[src/rtl/ahbl_arb_2to1.sv]
// ---------------------------------------------------------------------------
// ahbl_arb_2to1
//
// Two-hart AHB-Lite arbiter.  It merges two upstream AHB-Lite masters (s0, s1)
// onto one downstream AHB-Lite port (m).
//
// Ports
//   clk, rst_n                  clock and asynchronous active-low reset
//   s{0,1}_haddr .. s{0,1}_hexcl  upstream address phase (inputs)
//   s{0,1}_hwdata               upstream write data (input)
//   s{0,1}_hready/hresp/hexokay upstream response (outputs)
//   s{0,1}_hrdata               upstream read data (output)
//   m_haddr .. m_hexcl          downstream address phase (outputs)
//   m_hwdata                    downstream write data (output)
//   m_hready/hresp/hexokay      downstream response (inputs)
//   m_hrdata                    downstream read data (input)
//   m_hmaster                   index of the port owning the current
//                               downstream address phase
//
// Handshake: an upstream port presents a transfer when sn_htrans[1]=1 while
// the arbiter drives sn_hready=1; from the master's point of view that address
// phase is then accepted.  The arbiter either forwards it downstream in the
// same cycle (m_hready=1 and granted) or captures it into the port's buffer
// and holds sn_hready=0 until the buffered copy has been issued.  Downstream,
// a transfer is accepted when m_htrans=NONSEQ and m_hready=1 in one cycle.
// ---------------------------------------------------------------------------
module ahbl_arb_2to1 #(
  parameter int W_ADDR = 32,
  parameter int W_DATA = 32
) (
  input  logic              clk,
  input  logic              rst_n,
  // upstream port 0
  input  logic [W_ADDR-1:0] s0_haddr,
  input  logic              s0_hwrite,
  input  logic [1:0]        s0_htrans,
  input  logic [2:0]        s0_hsize,
  input  logic [2:0]        s0_hburst,
  input  logic [3:0]        s0_hprot,
  input  logic              s0_hmastlock,
  input  logic              s0_hexcl,
  input  logic [W_DATA-1:0] s0_hwdata,
  output logic              s0_hready,
  output logic              s0_hresp,
  output logic              s0_hexokay,
  output logic [W_DATA-1:0] s0_hrdata,
  // upstream port 1
  input  logic [W_ADDR-1:0] s1_haddr,
  input  logic              s1_hwrite,
  input  logic [1:0]        s1_htrans,
  input  logic [2:0]        s1_hsize,
  input  logic [2:0]        s1_hburst,
  input  logic [3:0]        s1_hprot,
  input  logic              s1_hmastlock,
  input  logic              s1_hexcl,
  input  logic [W_DATA-1:0] s1_hwdata,
  output logic              s1_hready,
  output logic              s1_hresp,
  output logic              s1_hexokay,
  output logic [W_DATA-1:0] s1_hrdata,
  // downstream port
  output logic [W_ADDR-1:0] m_haddr,
  output logic              m_hwrite,
  output logic [1:0]        m_htrans,
  output logic [2:0]        m_hsize,
  output logic [2:0]        m_hburst,
  output logic [3:0]        m_hprot,
  output logic              m_hmastlock,
  output logic              m_hexcl,
  output logic [W_DATA-1:0] m_hwdata,
  input  logic              m_hready,
  input  logic              m_hresp,
  input  logic              m_hexokay,
  input  logic [W_DATA-1:0] m_hrdata,
  output logic              m_hmaster
);

  localparam logic [1:0] HTRANS_IDLE    = 2'b00;
  localparam logic [1:0] HTRANS_NONSEQ  = 2'b10;

  // Address-phase fields carried through the arbiter.  htrans and hburst are
  // not stored: every issued transfer is re-encoded as a single NONSEQ.
  typedef struct packed {
    logic [W_ADDR-1:0] addr;
    logic              write;
    logic [2:0]        size;
    logic [3:0]        prot;
    logic              lock;
    logic              excl;
  } req_t;

  req_t       w_live_req [2];
  req_t       w_cand_req [2];
  req_t       w_sel;
  logic [1:0] w_sready;
  logic [1:0] w_live;
  logic [1:0] w_cand;
  logic [1:0] w_take;
  logic       w_issue;
  logic       w_gnt;
  logic       w_out;
  logic       w_unused;

  req_t       r_buf [2];
  logic [1:0] r_buf_vld;
  logic       r_own_vld;   // a data phase is in flight
  logic       r_own;       // port owning that data phase
  logic       r_last;      // last granted port (round-robin pointer)
  logic       r_locked;    // grant pinned by hmastlock
  logic       r_lock_port;
  req_t       r_held;      // last issued address phase, shown while idle
  logic       r_held_mst;

  assign w_unused = ^{s0_htrans[0], s0_hburst, s1_htrans[0], s1_hburst};

  assign w_live_req[0] = '{addr: s0_haddr, write: s0_hwrite, size: s0_hsize,
                           prot: s0_hprot, lock: s0_hmastlock, excl: s0_hexcl};
  assign w_live_req[1] = '{addr: s1_haddr, write: s1_hwrite, size: s1_hsize,
                           prot: s1_hprot, lock: s1_hmastlock, excl: s1_hexcl};

  // A buffered port is stalled; the data-phase owner follows m_hready;
  // an idle bystander is always ready.
  assign w_sready[0] = r_buf_vld[0] ? 1'b0 : ((r_own_vld && !r_own) ? m_hready : 1'b1);
  assign w_sready[1] = r_buf_vld[1] ? 1'b0 : ((r_own_vld &&  r_own) ? m_hready : 1'b1);

  assign w_live[0] = s0_htrans[1] & w_sready[0];
  assign w_live[1] = s1_htrans[1] & w_sready[1];

  // Buffer and live request of one port are mutually exclusive (buffered
  // port sees hready=0), so buffered-first selection is unambiguous.
  assign w_cand[0]     = r_buf_vld[0] | w_live[0];
  assign w_cand[1]     = r_buf_vld[1] | w_live[1];
  assign w_cand_req[0] = r_buf_vld[0] ? r_buf[0] : w_live_req[0];
  assign w_cand_req[1] = r_buf_vld[1] ? r_buf[1] : w_live_req[1];

  always_comb begin
    w_issue = 1'b0;
    w_gnt   = 1'b0;
    if (m_hready) begin
      if (r_locked) begin
        // Locked sequence: only the lock owner may issue.  If it has nothing
        // this cycle an IDLE goes out and the lock drops.
        if (w_cand[r_lock_port]) begin
          w_issue = 1'b1;
          w_gnt   = r_lock_port;
        end
      end else if (w_cand[0] && w_cand[1]) begin
        w_issue = 1'b1;
        w_gnt   = ~r_last;
      end else if (w_cand[0]) begin
        w_issue = 1'b1;
        w_gnt   = 1'b0;
      end else if (w_cand[1]) begin
        w_issue = 1'b1;
        w_gnt   = 1'b1;
      end
    end
  end

  assign w_sel     = w_cand_req[w_gnt];
  assign w_take[0] = w_issue & ~w_gnt;
  assign w_take[1] = w_issue &  w_gnt;

  // rst_n gates only the outputs so the bus is IDLE for the whole reset
  // window even while upstream masters are already driving requests.
  assign w_out = w_issue & rst_n;

  assign m_htrans    = w_out ? HTRANS_NONSEQ : HTRANS_IDLE;
  assign m_hburst    = 3'b000;
  assign m_haddr     = w_out ? w_sel.addr  : r_held.addr;
  assign m_hwrite    = w_out ? w_sel.write : r_held.write;
  assign m_hsize     = w_out ? w_sel.size  : r_held.size;
  assign m_hprot     = w_out ? w_sel.prot  : r_held.prot;
  assign m_hmastlock = w_out ? w_sel.lock  : r_held.lock;
  assign m_hexcl     = w_out ? w_sel.excl  : r_held.excl;
  assign m_hmaster   = w_out ? w_gnt       : r_held_mst;

  assign m_hwdata = r_own_vld ? (r_own ? s1_hwdata : s0_hwdata) : '0;

  assign s0_hready  = w_sready[0];
  assign s1_hready  = w_sready[1];
  assign s0_hresp   = r_own_vld && !r_own && m_hresp;
  assign s1_hresp   = r_own_vld &&  r_own && m_hresp;
  assign s0_hexokay = r_own_vld && !r_own && m_hexokay;
  assign s1_hexokay = r_own_vld &&  r_own && m_hexokay;
  assign s0_hrdata  = (r_own_vld && !r_own) ? m_hrdata : '0;
  assign s1_hrdata  = (r_own_vld &&  r_own) ? m_hrdata : '0;

  always_ff @(posedge clk or negedge rst_n) begin
    if (!rst_n) begin
      r_buf[0]    <= '0;
      r_buf[1]    <= '0;
      r_buf_vld   <= 2'b00;
      r_own_vld   <= 1'b0;
      r_own       <= 1'b0;
      r_last      <= 1'b1;
      r_locked    <= 1'b0;
      r_lock_port <= 1'b0;
      r_held      <= '0;
      r_held_mst  <= 1'b0;
    end else begin
      // Any live request that is not forwarded this cycle has already been
      // accepted by its master, so it must be captured.
      for (int n = 0; n < 2; n++) begin
        if (w_take[n]) begin
          r_buf_vld[n] <= 1'b0;
        end else if (w_live[n]) begin
          r_buf_vld[n] <= 1'b1;
          r_buf[n]     <= w_live_req[n];
        end
      end
      if (m_hready) begin
        if (w_issue) begin
          r_own_vld   <= 1'b1;
          r_own       <= w_gnt;
          r_last      <= w_gnt;
          r_locked    <= w_sel.lock;
          r_lock_port <= w_gnt;
          r_held      <= w_sel;
          r_held_mst  <= w_gnt;
        end else begin
          r_own_vld <= 1'b0;
          r_locked  <= 1'b0;
        end
      end
    end
  end

endmodule

[config.mk]
export PLATFORM = sky130hd
export DESIGN_NAME = ahbl_arb_2to1
export DESIGN_NICKNAME = d
export VERILOG_FILES = /design/src/rtl/ahbl_arb_2to1.sv
export SDC_FILE = /design/constraint.sdc
export NUM_CORES = 1
export LEC_CHECK = 0
export ABC_AREA = 1
export ABC_CLOCK_PERIOD_IN_PS = 4700
export CORE_AREA = 2 2 133 135
export CTS_CLUSTER_SIZE = 16
export DETAILED_ROUTE_END_ITERATION = 8
export DIE_AREA = 0 0 135 137
export PLACE_DENSITY_LB_ADDON = 0.15
export SYNTH_ARGS = -nofsm -noshare
export SYNTH_HDL_FRONTEND = slang
export SYNTH_SLANG_ARGS = --single-unit
[constraint.sdc]
create_clock -name clk -period 4.7 [get_ports clk]
set_input_delay 0.94 -clock clk [delete_from_list [all_inputs] [get_ports clk]]
set_output_delay 0.94 -clock clk [all_outputs]
set_load 0.1 [all_outputs]
After elaboration in Yosys (flattened, before gate mapping)
Index checks and enable logic that the tools add are counted.
Storage, ports and cells
  word-level logic and storage cells: 91
  flip-flop bits (word level): 132
  input bits: 195
Cells by class
  magnitude comparators: 2
  reductions and logical operators: 13
  bitwise operators: 12
  muxes and demuxes: 40
Operator list (number)
  two-way mux 42 bit: 5
  two-way mux 32 bit: 5
  two-way mux 1 bit: 27
  logical AND 1 bit: 7
  AND reduction 2 bit: 3
  AND 1 bit: 5
  two-way mux 4 bit: 1
  inverter 1 bit: 4
  nonzero test 2 bit: 2
  two-way mux 3 bit: 1
  >= comparator 2 bit (second input constant): 1
  less-than comparator 1 x 2 -> 1 bit (second input constant): 1
  two-way mux 2 bit: 1
  inverter 1 -> 2 bit: 1
  OR 1 bit: 2
  zero test 1 bit: 1

Longest topological paths before layout
Gate-level depths: netlist (run 1).
  word-level depth: 16
  depth in mapped cells: 14

Worst setup path after synthesis (run 1)
OpenSTA, ideal clock, no wires.
  path kind: input to output
  start point: in m_hready
  end point: out m_hmaster
  stages: 10
  buffers on the path: 1
  required time: 3.760 ns
  data arrival time: 3.967 ns
  path slack: -0.207 ns
  path through: inv_2 > nand3_1 > nand3_1 > nand2_1 > nand2_1 > nand2_1 > nand2_2 > nand2_4 > clkbuf_1 > o21ai_0
On the way
  cells in the longest elaborated chain, start to end: 11
  elaborated cells between the ends (all ways): 24
  classes of those cells: mux: 18; bitwise: 5; reduce/logical: 1
Ends and longest elaborated chain
  from (decl): line 71  | input logic m_hready,
  two-way mux 1 bit (on tied branches) (2 in a row): line 124, 123
  AND 1 bit (on tied branches): line 127, 126
  OR 1 bit (on tied branches): line 132, 131
  two-way mux 1 bit (on tied branches): line 153, 143
  two-way mux 1 bit (on tied branches): line 150, 143
  two-way mux 1 bit (on tied branches): line 147, 143
  two-way mux 1 bit: line 140  | if (r_locked) begin
  two-way mux 1 bit: line 139  | if (m_hready) begin
  AND 1 bit: line 166  | assign w_out = w_issue & rst_n;
  two-way mux 1 bit *: line 176  | assign m_hmaster = w_out ? w_gnt : r_held_mst;
  to (decl): line 75  | output logic m_hmaster
Mark *: on every way between the ends. The rest lies on a longest branch, timed or not. The select of a mux whose other input is x is not followed.

Final worst setup path (run 1)
  start point: in m_hready
  end point: out m_haddr[21]
On the way
  cells in the longest elaborated chain, start to end: 14
  elaborated cells between the ends (all ways): 28
  classes of those cells: mux: 21; bitwise: 6; reduce/logical: 1
Ends and longest elaborated chain
  two-way mux 1 bit (on tied branches) (2 in a row): line 124, 123
  AND 1 bit (on tied branches): line 127, 126
  OR 1 bit (on tied branches): line 132, 131
  two-way mux 1 bit (on tied branches): line 153, 143
  two-way mux 1 bit (on tied branches): line 150, 143
  two-way mux 1 bit (on tied branches): line 147, 143
  two-way mux 1 bit: line 140
  two-way mux 1 bit: line 139
  inverter 1 -> 2 bit (implied by the code): line 160  | assign w_sel = w_cand_req[w_gnt];
  two-way mux 42 bit (implied by the code) (3 in a row): line 160
  two-way mux 32 bit *: line 170  | assign m_haddr = w_out ? w_sel.addr : r_held.addr;
  to (decl): line 62  | output logic [W_ADDR-1:0] m_haddr,
Marks and branches as above.

==> results.json, run 1 <==
{
  "status": "complete, no violations",
  "setup_tns_ns": 0,
  "critPathLaunchType": "input port",
  "hold_viol": 0,
  "grt_pass1_wl_um": 47400,
  "design_area_um2": 12100,
  "num_vias": 8838,
  "core.rowCount": 48,
  "routed_wirelength_um": 32200,
  "regArea_um2": 3310,
  "cts_buffer_depth": 2,
  "post-route-min-period_ns": 4.25,
  "hp-class": "flip-flop to flip-flop",
  "synth.top_cell.area_share_pct": 41.3,
  "post_cts_resized": 0,
  "drv_cap": 0,
  "worstPathArrival_ns": 3.31,
  "yosysSeqAreaShare_pct": 41.6,
  "drive_above_1_share_pct": 14.7,
  "area_growth_pct": 52.1,
  "crit_chain": "clkdlybuf4s50_1 -> inv_2 -> nand3_1 -> a21oi_1 -> nand3_1 -> nand2_1 -> nor2_4 -> nand2_2 -> buf_4 -> nand2_1 -> nand2_1 -> buf_12",
  "drc": 0,
  "antenna_found_initial": 4,
  "tightest_slew_ns": 1.10,
  "fin_ws_ns": 0.451,
  "finalNetCount": 1603,
  "gr-usage-all-layers_pct": 34.7,
  "endpoint_kind": "output port",
  "synth.most_common_cell": "nand2_1",
  "dr.pass1.iters": 5,
  "clk_latency_ns": 0.43,
  "fmax_mhz": 235,
  "drv_slew": 0,
  "postSynthAreaPerCell_um2": 7.09,
  "cts_hold_buf": 0,
  "reg2reg_depth": 12,
  "grt.overflow.total": 0,
  "synth_commonest_cells": "349 x nand2_1, 173 x nand3_1, 131 x dfrtp_1",
  "multi_input_area_um2": 3910,
  "ys_seq_elements": 132,
  "place_ws_ns": 0.479,
  "critPathMostFrequentCell": "nand2_1",
  "worst_ep_required_time_ns": 3.76,
  "yosys.area.top_type": "dfrtp_1",
  "hpwl_um": 23100,
  "synthesis.area_um2": 7940,
  "place.port_buffers": 332,
  "synth.distinct_cells": 26,
  "dieArea_um2": 18500,
  "critPathMaxFanout": 14,
  "async_flop_share_pct": 100,
  "htree_levels": 4,
  "synth_cells": 1119,
  "die_y_um": 137,
  "grt_pass1_vias": 8111,
  "cts.clk_slew.worst_paths_ns": 0.05,
  "setup-violations-final": 0,
  "ios": 345,
  "cts_buffers": 17,
  "root_buffer": "clkbuf_16",
  "grt_max_degree": 85,
  "via_per_inst": 5.37,
  "cts.sinks": 132,
  "cts_tree": "yes",
  "period_share_pct": 90.4,
  "synthFlopType": "dfrtp_1",
  "slowest_stage": "clkdlybuf4s50_1",
  "slew_headroom_pct": 26.5,
  "post_dp_cell_area_um2": 11500,
  "synth.area.top_cells": "dfrtp_1 41%, nand2_1 17%, nand3_1 11%",
  "rsz0062_at_grt": "no",
  "antenna_left": 0,
  "gp_routability_congestion": 0.891,
  "die_x_um": 135,
  "drt_iter0_drc": 811,
  "hold_depth": 2,
  "synth-edff-count": 0,
  "postCtsSetupRepairBufs": 0,
  "core-area_um2": 17100,
  "skew_ns": 0.00788,
  "max_stage_delay_ns": 0.50,
  "fillers": 1388,
  "start_util_pct": 46.5,
  "criticalPathCategory": "input port to output port",
  "avgRoutedWirePerCell_um": 19.5,
  "synth_warnings": 0
}
-- metrics by stage --
step,instances,hold WS [ns],utilization [%]
after floorplan,1122,0.442,-
after global placement,1614,0.452,67.3
after detailed placement,1614,0.456,67.3
after CTS,1643,0.465,70.7
after global routing,1645,0.489,70.8
final,1647,0.464,70.8
-- placed cells by master (no fill, tap or decap) --
| master | n |
|---|---|
| nand2_4 | 4 |
| nor2_2 | 2 |
| nand3_1 | 173 |
| nor2_1 | 114 |
| o21ai_0 | 3 |
| clkbuf_1 | 4 |
| a21oi_4 | 1 |
| a21oi_1 | 46 |
| o21bai_2 | 1 |
| clkinv_2 | 2 |
| clkinv_1 | 2 |
| clkbuf_8 | 3 |
| mux2i_1 | 42 |
| o21ai_1 | 41 |
| nand2_1 | 348 |
| conb_1 | 4 |
| nor3_1 | 1 |
| clkdlybuf4s50_1 | 185 |
| a22o_1 | 32 |
| dfrtp_1 | 129 |
| dfstp_2 | 1 |
| clkbuf_16 | 17 |
| dfrtp_2 | 2 |
| nor2_4 | 2 |
| buf_12 | 45 |
| bufinv_16 | 3 |
| nand2_2 | 5 |
| buf_6 | 1 |
| buf_4 | 118 |
| inv_2 | 1 |
| diode_2 | 4 |
| inv_1 | 86 |
-- metal layers --
metal / up-vias / wire, um / global-route usage [%]
met5: - / 12 / 0
met4: 2 / 1050 / 13.6
met3: 58 / 3530 / 11.4
met2: 422 / 14800 / 54.8
met1: 4189 / 12700 / 44.3
li1: 4167 / - / -
-- worst max-delay path, delay by kind of cell --
kind,cells,cell delay [ns]
buf+inv,4,1.13
simple gates,7,0.96
compound gates,1,0.27
-- area by class of cell --
| class | instances | area share, % |
|---|---|---|
| well taps | 225 | 2.33 |
| flip-flops and latches | 132 | 27.4 |
| clock buffers | 24 | 3.99 |
| diodes | 4 | 0.0829 |
| repair buffers | 349 | 30.2 |
| clock inverters | 5 | 0.829 |
| multi-input cells | 819 | 32.4 |
| inverters | 89 | 2.77 |
-- kinds of logic (layout without fill, tap and decap cells) --
kind of cell	count (synthesis)	in the layout	share of synthesized area [%]
simple gates	649	649	34.0
buf+inv	171	467	9.44
flops	132	132	41.6
compound gates	124	124	9.55
mux	42	42	5.30
other cells	1	8	0.0472
-- flip-flops by register name, summed over array words and instances (netlist names) --
signal,cells
r_held,42
r_own_vld,1
r_held_mst,1
r_buf_vld,2
r_locked,1
r_buf,84
r_last,1
-- worst paths after layout --
path,startpoint,end,slack (ns)
worst max-delay path,m_hready,m_haddr[21],0.45
worst min-delay path,r_last,r_last,0.46
worst max register to register,r_held_mst,r_buf[54],1.56
worst min register to register,r_last,r_last,0.46
max in group asynchronous,rst_n,r_buf_vld[0],2.50
min in group asynchronous,rst_n,r_held[40],0.74
Power of run 1 is not shown: default switching activity piles up to over one toggle a cycle in this logic, so the estimate is an artifact.
==> run 2: changes to the inputs <==
ABC_CLOCK_PERIOD_IN_PS = default   (was 4700)
==> results of run 2 <==
Same layout as run 1: the final DEF is identical, and so are final timing and power.
Power of run 2 is left out for the same reason.
